**src/rtl/zrle_pkg.sv**
```systemverilog
// ZRLE compressor path shared types and constants.
// Block sequencer states and block geometry.
package zrle_pkg;

  localparam int BLK_BEATS   = 8;
  localparam int BEAT_W      = 64;
  localparam int RAW_LIMIT   = 512;
  localparam int INCOMP_SIZE = 513;
  localparam int SIZE_W      = 11;
  localparam int TIMEOUT     = 64;

  typedef enum logic [1:0] {
    IDLE,
    ISSUE,
    WAIT,
    EMIT
  } state_t;

endpackage

```
**src/rtl/zrle_beat_buf.sv**
```systemverilog
// Small beat register file: parallel load, indexed write,
// indexed read and synchronous clear.
module zrle_beat_buf
  import zrle_pkg::*;
#(
  parameter int DW = BEAT_W,
  parameter int N  = BLK_BEATS,
  localparam int AW = $clog2(N)
) (
  input  logic              clk,
  input  logic              rst_n,
  input  logic              clr,
  input  logic              ld,
  input  logic [DW*N-1:0]   ld_data,
  input  logic              we,
  input  logic [AW-1:0]     waddr,
  input  logic [DW-1:0]     wdata,
  input  logic [AW-1:0]     raddr,
  output logic [DW-1:0]     rdata
);

  logic [DW-1:0] mem [N];

  // Storage: clear wins over block load, load wins over beat write.
  always_ff @(posedge clk or negedge rst_n) begin
    if (!rst_n) begin
      for (int i = 0; i < N; i++) mem[i] <= '0;
    end else if (clr) begin
      for (int i = 0; i < N; i++) mem[i] <= '0;
    end else if (ld) begin
      for (int i = 0; i < N; i++)
        mem[i] <= ld_data[i*DW +: DW];
    end else if (we) begin
      mem[waddr] <= wdata;
    end
  end

  assign rdata = mem[raddr];

endmodule

```
**src/rtl/zrle_blk_ctrl.sv**
```systemverilog
// ZRLE block sequencer: feeds a raw block to the encoder,
// collects the code buffer, then emits compressed or raw.
module zrle_blk_ctrl #(
  parameter int DW        = zrle_pkg::BEAT_W,
  parameter int BEATS     = zrle_pkg::BLK_BEATS,
  parameter int SIZE_W    = zrle_pkg::SIZE_W,
  parameter int RAW_LIMIT = zrle_pkg::RAW_LIMIT,
  parameter int TIMEOUT   = zrle_pkg::TIMEOUT
) (
  input  logic                 clk,
  input  logic                 rst_n,
  input  logic                 blk_valid,
  output logic                 blk_ready,
  input  logic [DW*BEATS-1:0]  blk_data,
  output logic                 enc_valid,
  input  logic                 enc_ready,
  output logic [DW-1:0]        enc_data,
  output logic                 enc_sop,
  output logic                 enc_eop,
  input  logic                 cb_d_valid,
  input  logic [DW-1:0]        cb_data,
  input  logic                 cb_s_valid,
  input  logic [SIZE_W-1:0]    cb_size,
  output logic                 out_valid,
  input  logic                 out_ready,
  output logic [DW-1:0]        out_data,
  output logic                 out_last,
  output logic [SIZE_W-1:0]    hdr_size,
  output logic                 hdr_comp,
  output logic                 busy,
  output logic                 err_timeout
);

  import zrle_pkg::*;

  localparam int AW = $clog2(BEATS);
  localparam int CW = AW + 1;
  localparam int TW = $clog2(TIMEOUT + 1);
  localparam int SH = $clog2(DW);

  state_t state, state_nx;

  logic [AW-1:0]     icnt;
  logic [AW-1:0]     ocnt;
  logic [AW-1:0]     olast;
  logic [CW-1:0]     ccnt;
  logic [TW-1:0]     wcnt;
  logic [SIZE_W-1:0] sz;
  logic              szv;
  logic              ovf;
  logic              perr;
  logic              comp_q;
  logic              zero_q;

  logic [SIZE_W:0]   need;
  logic              accept;
  logic              enc_hs;
  logic              out_hs;
  logic              capture;
  logic              cap_wr;
  logic              go_emit;
  logic              to_hit;
  logic              comp_nx;
  logic [AW-1:0]     raw_ra;
  logic [DW-1:0]     raw_rd;
  logic [DW-1:0]     stg_rd;

  assign accept  = blk_valid && blk_ready;
  assign enc_hs  = enc_valid && enc_ready;
  assign out_hs  = out_valid && out_ready;
  assign capture = (state == ISSUE) || (state == WAIT);
  assign cap_wr  = capture && cb_d_valid
                && (ccnt != CW'(BEATS));
  assign raw_ra  = (state == EMIT) ? ocnt : icnt;

  zrle_beat_buf #(
    .DW (DW),
    .N  (BEATS)
  ) u_raw (
    .clk     (clk),
    .rst_n   (rst_n),
    .clr     (1'b0),
    .ld      (accept),
    .ld_data (blk_data),
    .we      (1'b0),
    .waddr   ('0),
    .wdata   ('0),
    .raddr   (raw_ra),
    .rdata   (raw_rd)
  );

  zrle_beat_buf #(
    .DW (DW),
    .N  (BEATS)
  ) u_stage (
    .clk     (clk),
    .rst_n   (rst_n),
    .clr     (accept),
    .ld      (1'b0),
    .ld_data ('0),
    .we      (cap_wr),
    .waddr   (ccnt[AW-1:0]),
    .wdata   (cb_data),
    .raddr   (ocnt),
    .rdata   (stg_rd)
  );

  // Beats needed to carry sz bits; an empty block still sends one beat.
  always_comb begin
    need = ({1'b0, sz} + (SIZE_W+1)'(DW-1)) >> SH;
    if (sz == '0) need = (SIZE_W+1)'(1);
  end

  // Next state, WAIT exit conditions and the compress decision.
  always_comb begin
    state_nx = state;
    go_emit  = 1'b0;
    to_hit   = 1'b0;
    comp_nx  = 1'b0;
    unique case (state)
      IDLE: begin
        if (accept) state_nx = ISSUE;
      end
      ISSUE: begin
        if (enc_hs && icnt == AW'(BEATS-1))
          state_nx = WAIT;
      end
      WAIT: begin
        go_emit = (szv && ((SIZE_W+1)'(ccnt) >= need))
               || (sz > SIZE_W'(RAW_LIMIT))
               || ovf || perr;
        to_hit  = !go_emit
               && (wcnt == TW'(TIMEOUT-1));
        comp_nx = szv && !to_hit
               && (sz <= SIZE_W'(RAW_LIMIT))
               && !ovf && !perr;
        if (go_emit || to_hit) state_nx = EMIT;
      end
      EMIT: begin
        if (out_hs && ocnt == olast)
          state_nx = IDLE;
      end
      default: state_nx = IDLE;
    endcase
  end

  // State register.
  always_ff @(posedge clk or negedge rst_n) begin
    if (!rst_n) state <= IDLE;
    else        state <= state_nx;
  end

  // Counters, capture flags, emit decision and header.
  always_ff @(posedge clk or negedge rst_n) begin
    if (!rst_n) begin
      icnt        <= '0;
      ocnt        <= '0;
      olast       <= '0;
      ccnt        <= '0;
      wcnt        <= '0;
      sz          <= '0;
      szv         <= 1'b0;
      ovf         <= 1'b0;
      perr        <= 1'b0;
      comp_q      <= 1'b0;
      zero_q      <= 1'b0;
      hdr_size    <= '0;
      hdr_comp    <= 1'b0;
      err_timeout <= 1'b0;
    end else begin
      err_timeout <= to_hit;
      if (accept) begin
        icnt <= '0;
        ocnt <= '0;
        ccnt <= '0;
        wcnt <= '0;
        sz   <= '0;
        szv  <= 1'b0;
        ovf  <= 1'b0;
        perr <= 1'b0;
      end
      if (enc_hs) icnt <= icnt + AW'(1);
      if (capture && cb_d_valid) begin
        if (ccnt == CW'(BEATS)) ovf  <= 1'b1;
        else                    ccnt <= ccnt + CW'(1);
      end
      if (capture && cb_s_valid && !szv) begin
        sz  <= cb_size;
        szv <= 1'b1;
      end
      if (cb_s_valid && state == ISSUE) perr <= 1'b1;
      if (state == WAIT) wcnt <= wcnt + TW'(1);
      if (state == WAIT && state_nx == EMIT) begin
        comp_q   <= comp_nx;
        zero_q   <= comp_nx && (sz == '0);
        ocnt     <= '0;
        olast    <= comp_nx ? AW'(need - 1'b1)
                            : AW'(BEATS-1);
        hdr_size <= comp_nx ? sz
                            : SIZE_W'(DW*BEATS);
        hdr_comp <= comp_nx;
      end
      if (out_hs) ocnt <= ocnt + AW'(1);
    end
  end

  assign blk_ready = (state == IDLE);
  assign busy      = (state != IDLE);
  assign enc_valid = (state == ISSUE);
  assign enc_data  = enc_valid ? raw_rd : '0;
  assign enc_sop   = enc_valid && (icnt == '0);
  assign enc_eop   = enc_valid
                  && (icnt == AW'(BEATS-1));
  assign out_valid = (state == EMIT);
  assign out_last  = out_valid && (ocnt == olast);

  // Payload select; a zero-size compressed block carries a zero beat.
  always_comb begin
    out_data = '0;
    if (out_valid) begin
      if (!comp_q)     out_data = raw_rd;
      else if (!zero_q) out_data = stg_rd;
    end
  end

endmodule

```
**config.mk**
```make
export PLATFORM = sky130hd
export DESIGN_NAME = zrle_blk_ctrl
export DESIGN_NICKNAME = d
export VERILOG_FILES = /design/src/rtl/zrle_pkg.sv /design/src/rtl/zrle_beat_buf.sv /design/src/rtl/zrle_blk_ctrl.sv
export SDC_FILE = /design/constraint.sdc
export NUM_CORES = 2
export LEC_CHECK = 0
export ABC_AREA = 1
export CELL_PAD_IN_SITES_DETAIL_PLACEMENT = 1
export CELL_PAD_IN_SITES_GLOBAL_PLACEMENT = 1
export CORE_UTILIZATION = 40
export CTS_CLUSTER_SIZE = 14
export DETAILED_ROUTE_END_ITERATION = 12
export PLACE_DENSITY_LB_ADDON = 0.1
export SYNTH_ARGS = -nofsm -noshare
export SYNTH_HDL_FRONTEND = slang
export SYNTH_SLANG_ARGS = --single-unit
```
**constraint.sdc**
```tcl
create_clock -name clk -period 3.5 [get_ports clk]
set_input_delay 0.7 -clock clk [delete_from_list [all_inputs] [get_ports clk]]
set_output_delay 0.7 -clock clk [all_outputs]
set_load 0.05 [all_outputs]
```
-- Word-level counts from Yosys, hierarchy flattened
Index checks and enable logic that the tools add are counted.
- logic and storage cells: 140
- input bits: 594
- bits in registers: 1074
- output and inout port bits: 148
- $add $sub $neg: 6
- bitwise logic cells: 3
- magnitude comparators: 7
- eq/ne operators: 9
- multiplexer cells: 43
- reductions and logical operators: 42
- operators by type and width (operator ; number):
    $mux W512 ; 2
    $mux W64 ; 9
    $bwmux W512 ; 1
    $bmux W64 S3 ; 2
    $demux W64 S3 ; 1
    $mux W11 ; 3
    $logic_and A1 B1 Y1 ; 22
    $mux W3 ; 6
    $mux W7 ; 2
    $add A11 B6 Y12 const B ; 1
    $ge A4 B4 Y1 const B ; 3
    $mux W4 ; 3
    $not A3 Y4 ; 3
    $reduce_bool A2 Y1 ; 6
    $gt A11 B10 Y1 const B ; 1
    $le A11 B10 Y1 const B ; 1
    $logic_not A11 Y1 ; 1
    $mux W1 ; 8
    $mux W2 ; 4
    $pmux W2 S4 ; 1
    $add A7 B1 Y7 const B ; 1
    $eq A7 B6 Y1 const B ; 1
    $add A3 B1 Y3 const B ; 2
    $eq A2 B2 Y1 const B ; 3
    other kinds (15) ; 23

-- Longest topological paths before layout
- depth in word-level cells: 16
- mapped depth: 24
- depth with buffers taken out: 23

-- Cells and area by module
Synthesis repeated with hierarchy kept, for this count alone.
- cell total of the unflattened synthesis: 10910
- area total of the unflattened synthesis: 69760.7 µm²
- modules (own cells, without submodules) (module ; instances ; cells an instance ; area each (µm²) ; sequential area each (µm²)):
    zrle_beat_buf at u_raw ; 1 ; 5104 ; 32811.5 ; 12812.3
    zrle_beat_buf at u_stage ; 1 ; 5104 ; 32697.6 ; 12812.3
    zrle_blk_ctrl ; 1 ; 702 ; 4251.6 ; 1251.2

-- Least setup slack after synthesis
No wires, ideal clock.
- kind: register to output
- from: register state[0]
- to: output out_data[55]
- cell stages (with the launch flop): 16
- required time: 2.800 ns
- setup slack: -0.001 ns
- data arrival time: 2.801 ns
- buffers on the path: 3
- path through: dfrtp_1 > ha_1 > buf_2 > inv_2 > nand2_1 > nand2_1 > inv_2 > buf_2 > buf_2 > nand2_1 > nand3_1 > nand2_1 > nand2_1 > o21a_1 > o21ai_1 > nor2_1
- longest elaborated chain between the ends: 8
- ends and longest elaborated chain (what ; RTL line ; text):
    start, declared ; zrle_blk_ctrl.sv:41 ; state_t state, state_nx;
    start signal, assigned ; zrle_blk_ctrl.sv:150 ; else state <= state_nx;
    $eq A2 B2 Y1 (*) ; zrle_blk_ctrl.sv:214 ; assign out_valid = (state == EMIT);
    via out_valid ; zrle_blk_ctrl.sv:24 ; output logic out_valid,
    $mux W3 ; zrle_blk_ctrl.sv:74 ; assign raw_ra = (state == EMIT) ? ocnt : icnt;
    $not A3 Y4 (not written as such) ; zrle_beat_buf.sv:38 ; assign rdata = mem[raddr];
    $bmux W64 S3 ; zrle_beat_buf.sv:38 ;
    $mux W64 (not written as such) (2 in series) ; zrle_beat_buf.sv:38 ;
    $mux W64 ; zrle_blk_ctrl.sv:221 ; if (!comp_q) out_data = raw_rd;
    $mux W64 (*) ; zrle_blk_ctrl.sv:220 ; if (out_valid) begin
    end, declared ; zrle_blk_ctrl.sv:26 ; output logic [DW-1:0] out_data,
The timed path passes the listed nets; every way through them passes the cells marked *. The select of a mux whose other input is x is not followed.

-- Final worst setup path
- from: register state[0]
- to: output out_data[17]
- longest elaborated chain between the ends: 8
- ends and longest elaborated chain (what ; RTL line):
    $eq A2 B2 Y1 (*) ; zrle_blk_ctrl.sv:74, zrle_blk_ctrl.sv:214
    $mux W3 ; zrle_blk_ctrl.sv:74
    $not A3 Y4 (not written as such) ; zrle_beat_buf.sv:38
    $bmux W64 S3 ; zrle_beat_buf.sv:38
    $mux W64 (not written as such) (2 in series) ; zrle_beat_buf.sv:38
    $mux W64 ; zrle_blk_ctrl.sv:221
    $mux W64 (*) ; zrle_blk_ctrl.sv:220
Mark *: on every way between the ends. The rest lies on a longest branch, timed or not. The select of a mux whose other input is x is not followed.

==> summary.log <==
qor: run_status.run_status complete, but fails checks
qor: run_status.violations setup timing
qor: route.route.final.wire_length 225.0 mm
qor: clock_network.tritoncts done
qor: setup_path.required 2.80 ns
qor: route.post_dr_wirelength_cell 24.91 µm
qor: clock_network.numClockSinks 1074
qor: synthesis.avgSynthCellArea 7.748 µm²
qor: timing.final.setup.tns -31.94 ns
qor: timing.fin_crit 3.875 ns
qor: pwr.power.share.sequential 28.8%
qor: pwr.p_leak 32.82 nW
qor: synthesis.post_synth_instance_area 51260 µm²
qor: pwr.power_dens_cells 998.6 nW/µm²
qor: pwr.pwr-share-clk 18.6%
qor: synthesis.synth_largest_type_area_fraction 52.43%
qor: synthesis.yosys.area.top_type sky130_fd_sc_hd__dfrtp_1
qor: timing.worstMarginPinSlew 1.121 ns
qor: setup_path.timing_worst_setup_path_type flop to output port
qor: synthesis.synth.ff_latch_count 1074
qor: global_routing.grt_pass1_wl 332.4 mm
qor: pwr.net-switching-power 30.65 mW
qor: synthesis.synth_cells 6616
qor: route.number_of_iterations_in_the_first_detailed_routing_pass 5
qor: cells_and_area.fin_nets 7870
qor: synthesis.synth-seq-area-share 52.43%
qor: synthesis.mappedNetlistNets 7226
qor: route.vias 50740
qor: placement.numPortBuffers 741
qor: route.drt.antenna.violating_nets 0
qor: synthesis.synth_enable_flop_cells 0
qor: cells_and_area.final_core_utilization 54.83%
qor: setup_path.worst_path_max_delay_cell sky130_fd_sc_hd__dfrtp_1
qor: setup_path.critical-path-max-stage-delay 0.41 ns
qor: global_routing.track_usage 33.63%
qor: die.placement_rows 130
qor: cells_and_area.area_growth 35.19%
qor: die.die_width 360.0 µm
qor: pwr.power_total 69.21 mW
qor: global_routing.grt_max_degree 135
qor: timing.drv_slew 0
qor: setup_path.crit_top_cell sky130_fd_sc_hd__buf_6
qor: placement.pre_cts_ws 0.01112 ns
qor: setup_path.crit_path_cell_trace ha_4 -> buf_6 -> o21ai_4 -> buf_12 -> clkinv_16 -> buf_16 -> buf_6 -> nand3_2 -> nand2_1 -> inv_2 -> o21a_4 -> o21ai_2 -> nor2_2 -> clkbuf_16
qor: clock_network.clockRootBuffer sky130_fd_sc_hd__clkbuf_16
qor: hold_path.min-delay-path-class flop to flop
qor: placement.final_gp_congestion 0.8919
qor: synthesis.yosys.cell_types.count 30
qor: clock_network.worst_setup_hold_path_clk_slew 0.06 ns
qor: timing.fin_worst_hold_slack 0.4785 ns
qor: timing.timing.final.ws_setup -0.3747 ns
qor: setup_path.cp_top_family buffers and inverters
qor: synthesis.synth_area_leaders sky130_fd_sc_hd__dfrtp_1 52%, sky130_fd_sc_hd__nand2_1 18%, sky130_fd_sc_hd__nand3_1 5.9%
qor: setup_path.worst-path-max-fanout 7
qor: placement.dp_hpwl 148.3 mm
qor: global_routing.grt_overflow 0
qor: pwr.power.switching_fraction 44.29%
qor: die.start_util 40.56%
qor: pwr.power.ir.vdd_worst 428.1 µV
qor: timing.finClkSkew 0.02649 ns
qor: cells_and_area.commonest_cells_after_routing_fill_and_taps_aside 2370 x sky130_fd_sc_hd__nand2_1, 1069 x sky130_fd_sc_hd__dfrtp_1, 611 x sky130_fd_sc_hd__clkdlybuf4s50_1
qor: setup_path.timing.critical_path.to_type output port
qor: timing.setup_viol_count_final 129
qor: timing.slew_headroom 25.26%
qor: synthesis.async_reset_ff_share 100.0%
qor: cells_and_area.finalNonFillerCells 9034
qor: route.violation_count_after_the_first_detailed_routing_iteration 4454
qor: clock_network.htree_levels 3
qor: setup_path.cp_bufs_invs 7
qor: job.maxCapViolations 0
qor: die.dieArea 129600 µm²
qor: global_routing.grt_antenna_before_repair 40
qor: cells_and_area.drive_gt1_share 11.97%
qor: cells_and_area.layout_commonest_cell sky130_fd_sc_hd__nand2_1
qor: synthesis.synthFlopType sky130_fd_sc_hd__dfrtp_1
qor: placement.dpl-instance-area 62610 µm²
qor: die.top_level_ports 742
qor: timing.grt_setup_unrepaired yes
qor: timing.max_freq 258.1 MHz
qor: pwr.internal_power 38.55 mW
qor: setup_path.timing.critical_path.from_type flop
qor: route.avgViaCountPerCell 5.616
qor: clock_network.clk_latency 0.73 ns
qor: placement.placed_cells 8715
qor: timing.final-hold-violation-count 0
qor: synthesis.yosys_warn_count 0
qor: clock_network.cts_buffers 119
qor: setup_path.arr_time_crit_path 3.17 ns
qor: die.chipHeight 360.0 µm
qor: pwr.pwr-share-comb 52.6%
qor: die.design.core.area 126400 µm²
qor: global_routing.number_of_global_route_vias_before_repair 51830
qor: route.drc_errors 0
qor: setup_path.flop_to_flop_setup_slack 0.38 ns
qor: cells_and_area.fin_area 69300 µm²
qor: timing.final_min_period_over_clock_period 110.7%
qor: clock_network.buffer_levels_on_the_longest_clock_path 3
-- cell type report --
type	count	area [µm²]
Antenna cell	31	77.57
Timing Repair Buffer	1023	12910
Sequential cell	1074	26890
Fill cell	14780	57080
Clock buffer	187	3670
Clock inverter	27	304.0
Timing Repair inverter	5	68.82
Tap cell	1650	2064
Multi-Input combinational cell	4653	21790
Inverter	384	1524
-- layer usage --
| layer | global-route usage (%) | wire length (µm) | vias up |
|---|---|---|---|
| met5 | 0 | 31 | - |
| met4 | 14.15 | 9560 | 6 |
| li1 | - | - | 22780 |
| met3 | 6.002 | 15670 | 418 |
| met2 | 52.46 | 104200 | 1853 |
| met1 | 46.01 | 95590 | 25680 |
-- cell usage after synthesis (3+ instances only) --
library cell / number
sky130_fd_sc_hd__buf_6: 14
sky130_fd_sc_hd__o21ai_0: 605
sky130_fd_sc_hd__buf_1: 48
sky130_fd_sc_hd__nor2_1: 281
sky130_fd_sc_hd__xnor2_1: 3
sky130_fd_sc_hd__o21ai_1: 208
sky130_fd_sc_hd__clkbuf_1: 292
sky130_fd_sc_hd__buf_2: 141
sky130_fd_sc_hd__buf_4: 10
sky130_fd_sc_hd__nand4_1: 8
sky130_fd_sc_hd__nand2_1: 2399
sky130_fd_sc_hd__dfrtp_1: 1074
sky130_fd_sc_hd__a21oi_1: 198
sky130_fd_sc_hd__o21a_1: 57
sky130_fd_sc_hd__inv_2: 5
sky130_fd_sc_hd__a31o_1: 64
sky130_fd_sc_hd__ha_1: 16
sky130_fd_sc_hd__nand3_1: 606
sky130_fd_sc_hd__inv_1: 379
sky130_fd_sc_hd__o22ai_1: 198
-- path summary, 6_finish.rpt --
kind,from,endpoint,cells after the start
setup / recovery,state[0],out_data[17],14
max in group asynchronous,rst_n,u_raw.mem[323],3
hold / removal,u_raw.mem[167],u_raw.mem[167],2
min in group asynchronous,rst_n,u_stage.mem[205],2
hold reg to reg,u_raw.mem[167],u_raw.mem[167],2
setup reg to reg,sz[5],hdr_size[5],23
-- power groups by stage --
stage	Combinational [mW]	Clock (mW)	Sequential [mW]
final	36.4	12.9	19.9
after global routing	39.1	13.5	20.3
after CTS	34.2	13.0	19.8
after detailed placement	31.3	0	19.9
after global placement	30.6	0	19.7
after floorplan	18.5	0	19.0
-- worst reg2reg max path, delay by kind of cell (launching register included) --
family	cells	cell delay (ns)
and+or+nand+nor	19	2.16
buffers and inverters	2	0.17
DFF	1	0.41
AOI/OAI and AO/OA	1	0.10
adders and majority gates	1	0.23
-- flip-flops by register name, indices dropped and copies added (netlist names) --
register and count:
state 2, zero_q 1, hdr_size 11, olast 3
icnt 3, szv 1, ovf 1, ocnt 3
sz 11, perr 1, u_stage.mem 512, wcnt 7
comp_q 1, u_raw.mem 512, err_timeout 1, ccnt 4
-- cell families (layout without fill, tap and decap cells) --
family	Yosys count	in the layout	share of synthesized area [%]
flops	1074	1074	52.43
buf+inv	889	1626	7.132
xor+xnor	3	3	0.05127
fa+ha+maj	16	16	0.3905
other cells	0	31	0
simple gates	3301	3301	25.73
mux	1	1	0.01953
compound gates	1332	1332	14.25
-- what timing repair did --
action                                  in CTS  in global routing
pin swaps                                   10                 25
cloned                                      19                 19
hold buffers                                 1                  0
resized for setup                          220                174
buffers inserted                            22                 15
endpoints found under the setup margin     129                130
hold endpoints to repair                     2                  0
(Power assumes the default switching activity.)
